[src/rtl/draw_sequencer_if.sv]
// Engine-side and display-side signal bundle for draw_sequencer.
// The sequencer takes the slave view; whatever drives the engines takes the master view.
interface draw_sequencer_if;
  logic        frame_tick;

  logic [15:0] map_rom_addr;
  logic        map_plot;
  logic [7:0]  map_x;
  logic [6:0]  map_y;
  logic [23:0] map_rgb;
  logic        map_done;

  logic [15:0] tile_rom_addr;
  logic        tile_plot;
  logic [7:0]  tile_x;
  logic [6:0]  tile_y;
  logic [23:0] tile_rgb;
  logic        tile_done;

  logic        map_start;
  logic        tile_start;
  logic [15:0] rom_addr;
  logic        vga_plot;
  logic [7:0]  vga_x;
  logic [6:0]  vga_y;
  logic [23:0] vga_rgb;
  logic        busy;
  logic [7:0]  overrun_cnt;
  logic        wd_flag;

  modport slave (
    input  frame_tick,
    input  map_rom_addr, map_plot, map_x, map_y, map_rgb, map_done,
    input  tile_rom_addr, tile_plot, tile_x, tile_y, tile_rgb, tile_done,
    output map_start, tile_start, rom_addr,
    output vga_plot, vga_x, vga_y, vga_rgb,
    output busy, overrun_cnt, wd_flag
  );

  modport master (
    output frame_tick,
    output map_rom_addr, map_plot, map_x, map_y, map_rgb, map_done,
    output tile_rom_addr, tile_plot, tile_x, tile_y, tile_rgb, tile_done,
    input  map_start, tile_start, rom_addr,
    input  vga_plot, vga_x, vga_y, vga_rgb,
    input  busy, overrun_cnt, wd_flag
  );
endinterface

[src/rtl/draw_sequencer.sv]
// Per-frame map-then-tile draw scheduler; muxes ROM address and VGA pixel bus to the owning engine.
// Optional watchdog on the WAIT states is enabled with `define DRAW_WATCHDOG_EN.
module draw_sequencer #(
  parameter int WATCHDOG_CYCLES = 700000
) (
  input  logic          clk,
  input  logic          resetn,
  draw_sequencer_if.slave bus
);

  typedef enum logic [2:0] {
    ST_IDLE,
    ST_MAP_START,
    ST_MAP_WAIT,
    ST_TILE_START,
    ST_TILE_WAIT
  } state_e;

  // Timeout must fit the 20-bit counter and stay below one frame period.
  if (WATCHDOG_CYCLES < 2 || WATCHDOG_CYCLES > 833332) begin : g_wd_range_err
    $error("draw_sequencer: WATCHDOG_CYCLES out of range");
  end

  function automatic logic [7:0] sat_inc8(input logic [7:0] v);
    return (v == 8'hFF) ? v : v + 8'd1;
  endfunction

  state_e      state_q, state_d;
  logic [7:0]  overrun_q, overrun_d;
  logic        cur_done;
  logic        wd_fire;
  logic        own_map, own_tile;

  logic        vga_plot_q, vga_plot_d;
  logic [7:0]  vga_x_q, vga_x_d;
  logic [6:0]  vga_y_q, vga_y_d;
  logic [23:0] vga_rgb_q, vga_rgb_d;

  always_ff @(posedge clk) begin
    if (!resetn) begin
      state_q <= ST_IDLE;
    end else begin
      state_q <= state_d;
    end
  end

  always_comb begin
    state_d = state_q;
    unique case (state_q)
      ST_IDLE:       if (bus.frame_tick) state_d = ST_MAP_START;
      ST_MAP_START:  state_d = ST_MAP_WAIT;
      ST_MAP_WAIT:   if (bus.map_done || wd_fire) state_d = ST_TILE_START;
      ST_TILE_START: state_d = ST_TILE_WAIT;
      ST_TILE_WAIT:  if (bus.tile_done || wd_fire) state_d = ST_IDLE;
      default:       state_d = ST_IDLE;
    endcase
  end

  always_comb begin
    own_map        = (state_q == ST_MAP_START)  || (state_q == ST_MAP_WAIT);
    own_tile       = (state_q == ST_TILE_START) || (state_q == ST_TILE_WAIT);
    cur_done       = ((state_q == ST_MAP_WAIT)  && bus.map_done) ||
                     ((state_q == ST_TILE_WAIT) && bus.tile_done);
    bus.map_start  = (state_q == ST_MAP_START);
    bus.tile_start = (state_q == ST_TILE_START);
    bus.busy       = (state_q != ST_IDLE);

    // ROM address is unregistered so each engine keeps its own read latency.
    bus.rom_addr = 16'd0;
    vga_plot_d   = 1'b0;
    vga_x_d      = 8'd0;
    vga_y_d      = 7'd0;
    vga_rgb_d    = 24'd0;
    if (own_map) begin
      bus.rom_addr = bus.map_rom_addr;
      vga_plot_d   = bus.map_plot;
      vga_x_d      = bus.map_x;
      vga_y_d      = bus.map_y;
      vga_rgb_d    = bus.map_rgb;
    end else if (own_tile) begin
      bus.rom_addr = bus.tile_rom_addr;
      vga_plot_d   = bus.tile_plot;
      vga_x_d      = bus.tile_x;
      vga_y_d      = bus.tile_y;
      vga_rgb_d    = bus.tile_rgb;
    end

    overrun_d = overrun_q;
    if (bus.frame_tick && (state_q != ST_IDLE)) overrun_d = sat_inc8(overrun_q);
  end

  // Whole pixel bus is registered as one word so plot/x/y/rgb never split across owners.
  always_ff @(posedge clk) begin
    if (!resetn) begin
      vga_plot_q <= 1'b0;
      vga_x_q    <= 8'd0;
      vga_y_q    <= 7'd0;
      vga_rgb_q  <= 24'd0;
      overrun_q  <= 8'd0;
    end else begin
      vga_plot_q <= vga_plot_d;
      vga_x_q    <= vga_x_d;
      vga_y_q    <= vga_y_d;
      vga_rgb_q  <= vga_rgb_d;
      overrun_q  <= overrun_d;
    end
  end

  assign bus.vga_plot    = vga_plot_q;
  assign bus.vga_x       = vga_x_q;
  assign bus.vga_y       = vga_y_q;
  assign bus.vga_rgb     = vga_rgb_q;
  assign bus.overrun_cnt = overrun_q;

`ifdef DRAW_WATCHDOG_EN
  localparam logic [19:0] WD_LAST = 20'(WATCHDOG_CYCLES - 1);

  logic [19:0] wd_cnt_q, wd_cnt_d;
  logic        wd_flag_q, wd_flag_d;
  logic        in_wait;

  // Counter restarts whenever the FSM is outside a WAIT state, i.e. on every WAIT entry.
  always_comb begin
    in_wait   = (state_q == ST_MAP_WAIT) || (state_q == ST_TILE_WAIT);
    wd_fire   = in_wait && !cur_done && (wd_cnt_q == WD_LAST);
    wd_cnt_d  = in_wait ? wd_cnt_q + 20'd1 : 20'd0;
    wd_flag_d = wd_flag_q | wd_fire;
  end

  always_ff @(posedge clk) begin
    if (!resetn) begin
      wd_cnt_q  <= 20'd0;
      wd_flag_q <= 1'b0;
    end else begin
      wd_cnt_q  <= wd_cnt_d;
      wd_flag_q <= wd_flag_d;
    end
  end

  assign bus.wd_flag = wd_flag_q;
`else
  logic unused_done;
  assign unused_done = cur_done;
  assign wd_fire     = 1'b0;
  assign bus.wd_flag = 1'b0;
`endif

endmodule

[src/flat_wrapper.sv]
// flat-port wrapper written by rule: the top's interface ports become plain ports
module draw_sequencer_flat 
#(
  parameter int WATCHDOG_CYCLES = 700000
)
  (clk, resetn, bus_frame_tick, bus_map_rom_addr, bus_map_plot, bus_map_x, bus_map_y, bus_map_rgb, bus_map_done, bus_tile_rom_addr, bus_tile_plot, bus_tile_x, bus_tile_y, bus_tile_rgb, bus_tile_done, bus_map_start, bus_tile_start, bus_rom_addr, bus_vga_plot, bus_vga_x, bus_vga_y, bus_vga_rgb, bus_busy, bus_overrun_cnt, bus_wd_flag);
  draw_sequencer_if bus_i ();
  input  logic clk;
  input  logic resetn;
  input wire logic [$bits(bus_i.frame_tick)-1:0] bus_frame_tick;
  input wire logic [$bits(bus_i.map_rom_addr)-1:0] bus_map_rom_addr;
  input wire logic [$bits(bus_i.map_plot)-1:0] bus_map_plot;
  input wire logic [$bits(bus_i.map_x)-1:0] bus_map_x;
  input wire logic [$bits(bus_i.map_y)-1:0] bus_map_y;
  input wire logic [$bits(bus_i.map_rgb)-1:0] bus_map_rgb;
  input wire logic [$bits(bus_i.map_done)-1:0] bus_map_done;
  input wire logic [$bits(bus_i.tile_rom_addr)-1:0] bus_tile_rom_addr;
  input wire logic [$bits(bus_i.tile_plot)-1:0] bus_tile_plot;
  input wire logic [$bits(bus_i.tile_x)-1:0] bus_tile_x;
  input wire logic [$bits(bus_i.tile_y)-1:0] bus_tile_y;
  input wire logic [$bits(bus_i.tile_rgb)-1:0] bus_tile_rgb;
  input wire logic [$bits(bus_i.tile_done)-1:0] bus_tile_done;
  output wire logic [$bits(bus_i.map_start)-1:0] bus_map_start;
  output wire logic [$bits(bus_i.tile_start)-1:0] bus_tile_start;
  output wire logic [$bits(bus_i.rom_addr)-1:0] bus_rom_addr;
  output wire logic [$bits(bus_i.vga_plot)-1:0] bus_vga_plot;
  output wire logic [$bits(bus_i.vga_x)-1:0] bus_vga_x;
  output wire logic [$bits(bus_i.vga_y)-1:0] bus_vga_y;
  output wire logic [$bits(bus_i.vga_rgb)-1:0] bus_vga_rgb;
  output wire logic [$bits(bus_i.busy)-1:0] bus_busy;
  output wire logic [$bits(bus_i.overrun_cnt)-1:0] bus_overrun_cnt;
  output wire logic [$bits(bus_i.wd_flag)-1:0] bus_wd_flag;
  assign bus_i.frame_tick = bus_frame_tick;
  assign bus_i.map_rom_addr = bus_map_rom_addr;
  assign bus_i.map_plot = bus_map_plot;
  assign bus_i.map_x = bus_map_x;
  assign bus_i.map_y = bus_map_y;
  assign bus_i.map_rgb = bus_map_rgb;
  assign bus_i.map_done = bus_map_done;
  assign bus_i.tile_rom_addr = bus_tile_rom_addr;
  assign bus_i.tile_plot = bus_tile_plot;
  assign bus_i.tile_x = bus_tile_x;
  assign bus_i.tile_y = bus_tile_y;
  assign bus_i.tile_rgb = bus_tile_rgb;
  assign bus_i.tile_done = bus_tile_done;
  assign bus_map_start = bus_i.map_start;
  assign bus_tile_start = bus_i.tile_start;
  assign bus_rom_addr = bus_i.rom_addr;
  assign bus_vga_plot = bus_i.vga_plot;
  assign bus_vga_x = bus_i.vga_x;
  assign bus_vga_y = bus_i.vga_y;
  assign bus_vga_rgb = bus_i.vga_rgb;
  assign bus_busy = bus_i.busy;
  assign bus_overrun_cnt = bus_i.overrun_cnt;
  assign bus_wd_flag = bus_i.wd_flag;
  draw_sequencer #(.WATCHDOG_CYCLES(WATCHDOG_CYCLES)) u_core (.clk(clk), .resetn(resetn), .bus(bus_i));
endmodule
[config.mk]
export PLATFORM = sky130hd
export DESIGN_NAME = draw_sequencer_flat
export DESIGN_NICKNAME = d
export VERILOG_FILES = /design/src/rtl/draw_sequencer_if.sv /design/src/rtl/draw_sequencer.sv /design/src/flat_wrapper.sv
export SDC_FILE = /design/constraint.sdc
export NUM_CORES = 1
export LEC_CHECK = 0
export CORE_MARGIN = 5
export CORE_UTILIZATION = 35
export CTS_CLUSTER_DIAMETER = 120
export DETAILED_ROUTE_END_ITERATION = 6
export MAX_ROUTING_LAYER = met4
export PLACE_DENSITY = 0.95
export SETUP_SLACK_MARGIN = 0.02
export SYNTH_ARGS = -nofsm -noshare
export SYNTH_HDL_FRONTEND = slang
export SYNTH_SLANG_ARGS = --single-unit
export TNS_END_PERCENT = 30
[constraint.sdc]
create_clock -name clk -period 4.9 [get_ports clk]
set_clock_uncertainty 0.2 [all_clocks]
set_input_delay 0.98 -clock clk [delete_from_list [all_inputs] [get_ports clk]]
set_output_delay 0.98 -clock clk [all_outputs]
set_load 0.02 [all_outputs]
==> flow_summary.rst <==
.. list-table::
   :header-rows: 1

   * - Metric
     - Value
   * - Top flip-flop cell by instance count after synthesis
     - sky130_fd_sc_hd__dfxtp_1
   * - Share of flip-flops with an asynchronous set or reset after synthesis
     - 0%
   * - Worst slew margin relative to its limit
     - 46.17%
   * - Length in cells of the worst reg-to-reg path
     - 4
   * - Post-synth net total
     - ~390
   * - Maximum resistive drop on vdd
     - 164.7 uV
   * - Hold worst-path end
     - u_core.bus.overrun_cnt[0]
   * - Switching Power
     - 326.1 uW
   * - Switch share
     - 29.35%
   * - Post-CTS resize count
     - 0
   * - Startpoint-to-endpoint class of the critical path
     - reg -> out
   * - Initial core utilization
     - 35.67%
   * - Adder-cell area share of the yosys netlist
     - 0.5556%
   * - Count of endpoints failing setup in the final report
     - 0
   * - CTS H-Tree Depth
     - 2
   * - Number of global-route vias before repair
     - 2,759
   * - Hold Crit Start
     - u_core.bus.overrun_cnt[0]
   * - Area fraction in compound gates after synthesis
     - 29.39%
   * - Hold Fails Final Rpt
     - 0
   * - Die span in y
     - ~90 um
   * - Combined buffer and inverter count along the critical path
     - 1
   * - Maximum buffer depth of the clock tree
     - 2
   * - Total congestion overflow after global routing
     - 0
   * - Top cells by instance count after synthesis
     - sky130_fd_sc_hd__dfxtp_1, sky130_fd_sc_hd__a21oi_1, sky130_fd_sc_hd__nand3_1
   * - Total routed wirelength
     - between 9000 and 10,000 um
   * - CP Depth
     - 4
   * - Maximum operating frequency
     - 277.8 MHz
   * - Reported leakage power
     - around 0.0015 uW
   * - Slowest stage cell on the critical path
     - sky130_fd_sc_hd__clkdlybuf4s50_1
   * - Synth Instances
     - 270
   * - CP Max Fanout
     - 16
   * - Cell internal power dissipation
     - 784.8 uW
   * - CTS tree
     - built
   * - Gpl congestion
     - 0.8016
   * - Count of yosys warnings during synthesis
     - 0
   * - Worst path arrival time
     - 2.42 ns
   * - Count of inserted antenna diode cells
     - 0
   * - Average vias per placed instance
     - 5.425
   * - Portion of synthesized cell area occupied by the leading cell type
     - between 40% and 50%
   * - Outcome
     - finished, final reports clean
   * - Antenna violations before repair
     - 0
   * - Final critical delay including setup and external delays
     - 3.600 ns
   * - Startpoint class of the critical path
     - flip-flop
   * - Layout overhead on the synthesized area
     - 86.50%
   * - Endpoint class of the critical path
     - output pin
   * - Count of boundary I/O pins
     - between 150 and 200
   * - Max incr delay on CP
     - 0.61 ns
   * - First-pass GRT wire length
     - 14,060 um
   * - Total die area
     - 8139 um^2
   * - Power per Cell Area
     - 264.5 nW/um^2
   * - Instance count along the most critical hold path
     - 2
   * - Clock-pin transition on the worst setup and hold timing paths
     - 0.09 ns
   * - Synth area leader
     - sky130_fd_sc_hd__dfxtp_1
   * - Clock buffers created by TritonCTS
     - 5
   * - Count of flip-flops with a built-in enable after synthesis
     - 0
   * - Clock Power Share
     - 23.6%
   * - Cells traversed along the worst timing path
     - and3b_1 > or2_1 > a22o_1 > clkdlybuf4s50_1
   * - Post-layout power
     - ~1100 uW
   * - Main combinational cell family by area after synthesis
     - compound AO/OA/AOI/OAI gates
   * - Detailed-routing iteration count for the pre-antenna-repair pass
     - 4
   * - Post-Synthesis Mean Instance Area
     - ~8.3 um^2
   * - Share of the clock period used by the worst path after layout
     - 73.46%
   * - Die span in x
     - 90.22 um
   * - Count of clock tree sinks
     - 51
   * - Post-synthesis sequential element count
     - 51
   * - Dominant cell by count in the synthesized netlist
     - sky130_fd_sc_hd__dfxtp_1
   * - Sequential Power Share
     - 41.4%
   * - Hold Path Class
     - reg -> reg
   * - Reg2reg end
     - u_core.bus.vga_x[2]
   * - IO buf count
     - 183
   * - Fraction of layout instances using a drive strength above 1
     - 3.211%
   * - Avg WL per Cell
     - 17.71 um
   * - Post-DP HPWL
     - approximately 6800 um
   * - Combinational fraction of design power
     - 35.1%
   * - Root buffer selected by CTS
     - sky130_fd_sc_hd__clkbuf_8
   * - Parity-gate share of the synthesized area counting xor and xnor cells
     - less than 1%
   * - Fin Setup TNS
     - 0 ns
   * - Core box area
     - 6314 um^2
   * - Total routing usage reported by global routing
     - 21.40%
   * - Final net count
     - 553
   * - Row count
     - 29
   * - Setup repair after global routing missed its margin
     - no
   * - Antenna-violating nets left
     - 0
   * - Post-CTS setup buffer count
     - 0
   * - Number of buffers added to fix hold violations after cts
     - 0
   * - Total number of vias
     - 2,783
   * - Data required, critical path
     - between 3 and 4 ns
   * - Clock network latency to the later pin of the worst-skew pair
     - approximately 0.29 ns
   * - Number of max-cap violations
     - 0
   * - Fraction of the yosys area taken by sequential cells
     - 45.33%
   * - Maximum number of pins on one net before global-route repair
     - 47
   * - Total count of max-transition violations in the final report
     - 0
   * - 1st-iter DRT viols
     - 249
   * - Ranking of synthesized cells by area
     - sky130_fd_sc_hd__dfxtp_1, sky130_fd_sc_hd__a21oi_1, sky130_fd_sc_hd__nand3_1
   * - Netlist cell types
     - 37
   * - Slew at the pin closest to its max-slew limit
     - 0.8063 ns
   * - Beginning of the worst register-to-register path
     - u_core.state_q[1]
   * - Top cell family by delay on the critical path
     - simple AND/OR/NAND/NOR gates
   * - Netlist area before placement
     - ~2300 um^2
   * - Slack of the worst reg-to-reg path
     - 3.08 ns
   * - Simple-gate portion of the synthesized area
     - around 16%
   * - Multiplexer share of the synthesized area
     - under 10%
   * - Drt drc
     - 0
## metal layers
| metal | wire, um | vias up | share of wire (%) | GRT usage [%] |
|---|---|---|---|---|
| li1 | - | 1322 | - | - |
| met1 | 3363 | 1285 | 37 | 22.11 |
| met2 | 4875 | 164 | 54 | 40.79 |
| met3 | 714 | 12 | 7.9 | 4.925 |
| met4 | 134 | 0 | 1.5 | 4.715 |
| met5 | 0 | - | 0 | - |
## how the worst max path moves through the flow
| stage | start | to | slack, ns |
|---|---|---|---|
| final | u_core.state_q[1] | bus_rom_addr[7] | 1.30 |
| after detailed placement | bus_tile_rom_addr[2] | bus_rom_addr[2] | 1.51 |
| after CTS | u_core.state_q[1] | bus_rom_addr[7] | 1.28 |
| after floorplan | u_core.state_q[0] | bus_rom_addr[10] | 2.23 |
| after global placement | bus_map_rom_addr[4] | bus_rom_addr[4] | 1.53 |
| after global routing | u_core.state_q[1] | bus_rom_addr[7] | 1.10 |
## final cells by class
| type | count | area, um^2 |
|---|---|---|
| clock buffer | 8 | 100.1 |
| inverter | 4 | 15.01 |
| fill | 514 | 2113 |
| multi-input combinational | 186 | 1106 |
| timing repair buffer | 187 | 1862 |
| sequential | 51 | 1021 |
| tap | 77 | 96.34 |
## registers in the layout, indices dropped and copies added (netlist names)
register / cells
u_core.bus.overrun_cnt: 8
u_core.bus.vga_y: 7
u_core.bus.vga_plot: 1
u_core.state_q: 3
u_core.bus.vga_rgb: 24
u_core.bus.vga_x: 8
## worst register-to-register path: stages (launching register included)
cell,delay [ns]
sky130_fd_sc_hd__dfxtp_1,0.58
sky130_fd_sc_hd__and3b_1,0.24
sky130_fd_sc_hd__buf_4,0.35
sky130_fd_sc_hd__o21ai_0,0.18
sky130_fd_sc_hd__a21oi_1,0.19
## power groups by stage
stage          Clock, uW  Combinational (uW)  Sequential [uW]
2_1_floorplan          0                 143              500
3_3_place_gp           0                 382              467
3_5_place_dp           0                 389              469
4_1_cts              270                 391              460
5_1_grt              287                 413              463
6_report             262                 390              459
## metrics by stage
step           cells  hold WS [ns]  setup slack [ns]  area [um^2]  util (%)
5_1_grt          513        0.3534             1.103         4200     66.53
4_1_cts          513        0.3163             1.275         4200     66.53
3_3_place_gp     505        0.2725             1.527         4100     64.94
6_report         513        0.3144             1.300         4200     66.53
2_1_floorplan    270        0.3089             2.230         2252         -
3_5_place_dp     505        0.3013             1.515         4100     64.94
## placed cells by master, fill, tap and decap left out, types with 2 or more instances in the layout
cell | synthesis | layout
sky130_fd_sc_hd__nand2_1 | 6 | 6
sky130_fd_sc_hd__o31ai_1 | 2 | 2
sky130_fd_sc_hd__clkdlybuf4s50_1 | 0 | 183
sky130_fd_sc_hd__nand3_1 | 43 | 43
sky130_fd_sc_hd__o21ai_0 | 41 | 41
sky130_fd_sc_hd__nand2b_1 | 2 | 2
sky130_fd_sc_hd__buf_4 | 1 | 4
sky130_fd_sc_hd__inv_1 | 3 | 3
sky130_fd_sc_hd__or4_1 | 2 | 2
sky130_fd_sc_hd__a41o_1 | 2 | 2
sky130_fd_sc_hd__dfxtp_1 | 51 | 51
sky130_fd_sc_hd__a21oi_1 | 44 | 44
sky130_fd_sc_hd__clkbuf_8 | 0 | 7
sky130_fd_sc_hd__nor4_1 | 2 | 2
sky130_fd_sc_hd__o311a_1 | 2 | 2
sky130_fd_sc_hd__mux2i_1 | 3 | 3
sky130_fd_sc_hd__and3_1 | 3 | 3
sky130_fd_sc_hd__and4_1 | 2 | 2
sky130_fd_sc_hd__a22o_1 | 16 | 16
## logic make-up after synthesis
group,after synthesis
DFF,51
AOI/OAI and AO/OA,112
muxes,3
adders and majority gates,1
and+or+nand+nor,68
xor gates and xnor gates,1
other,1
buffers and inverters,33
No activity file was read; power rests on OpenSTA's default activity.
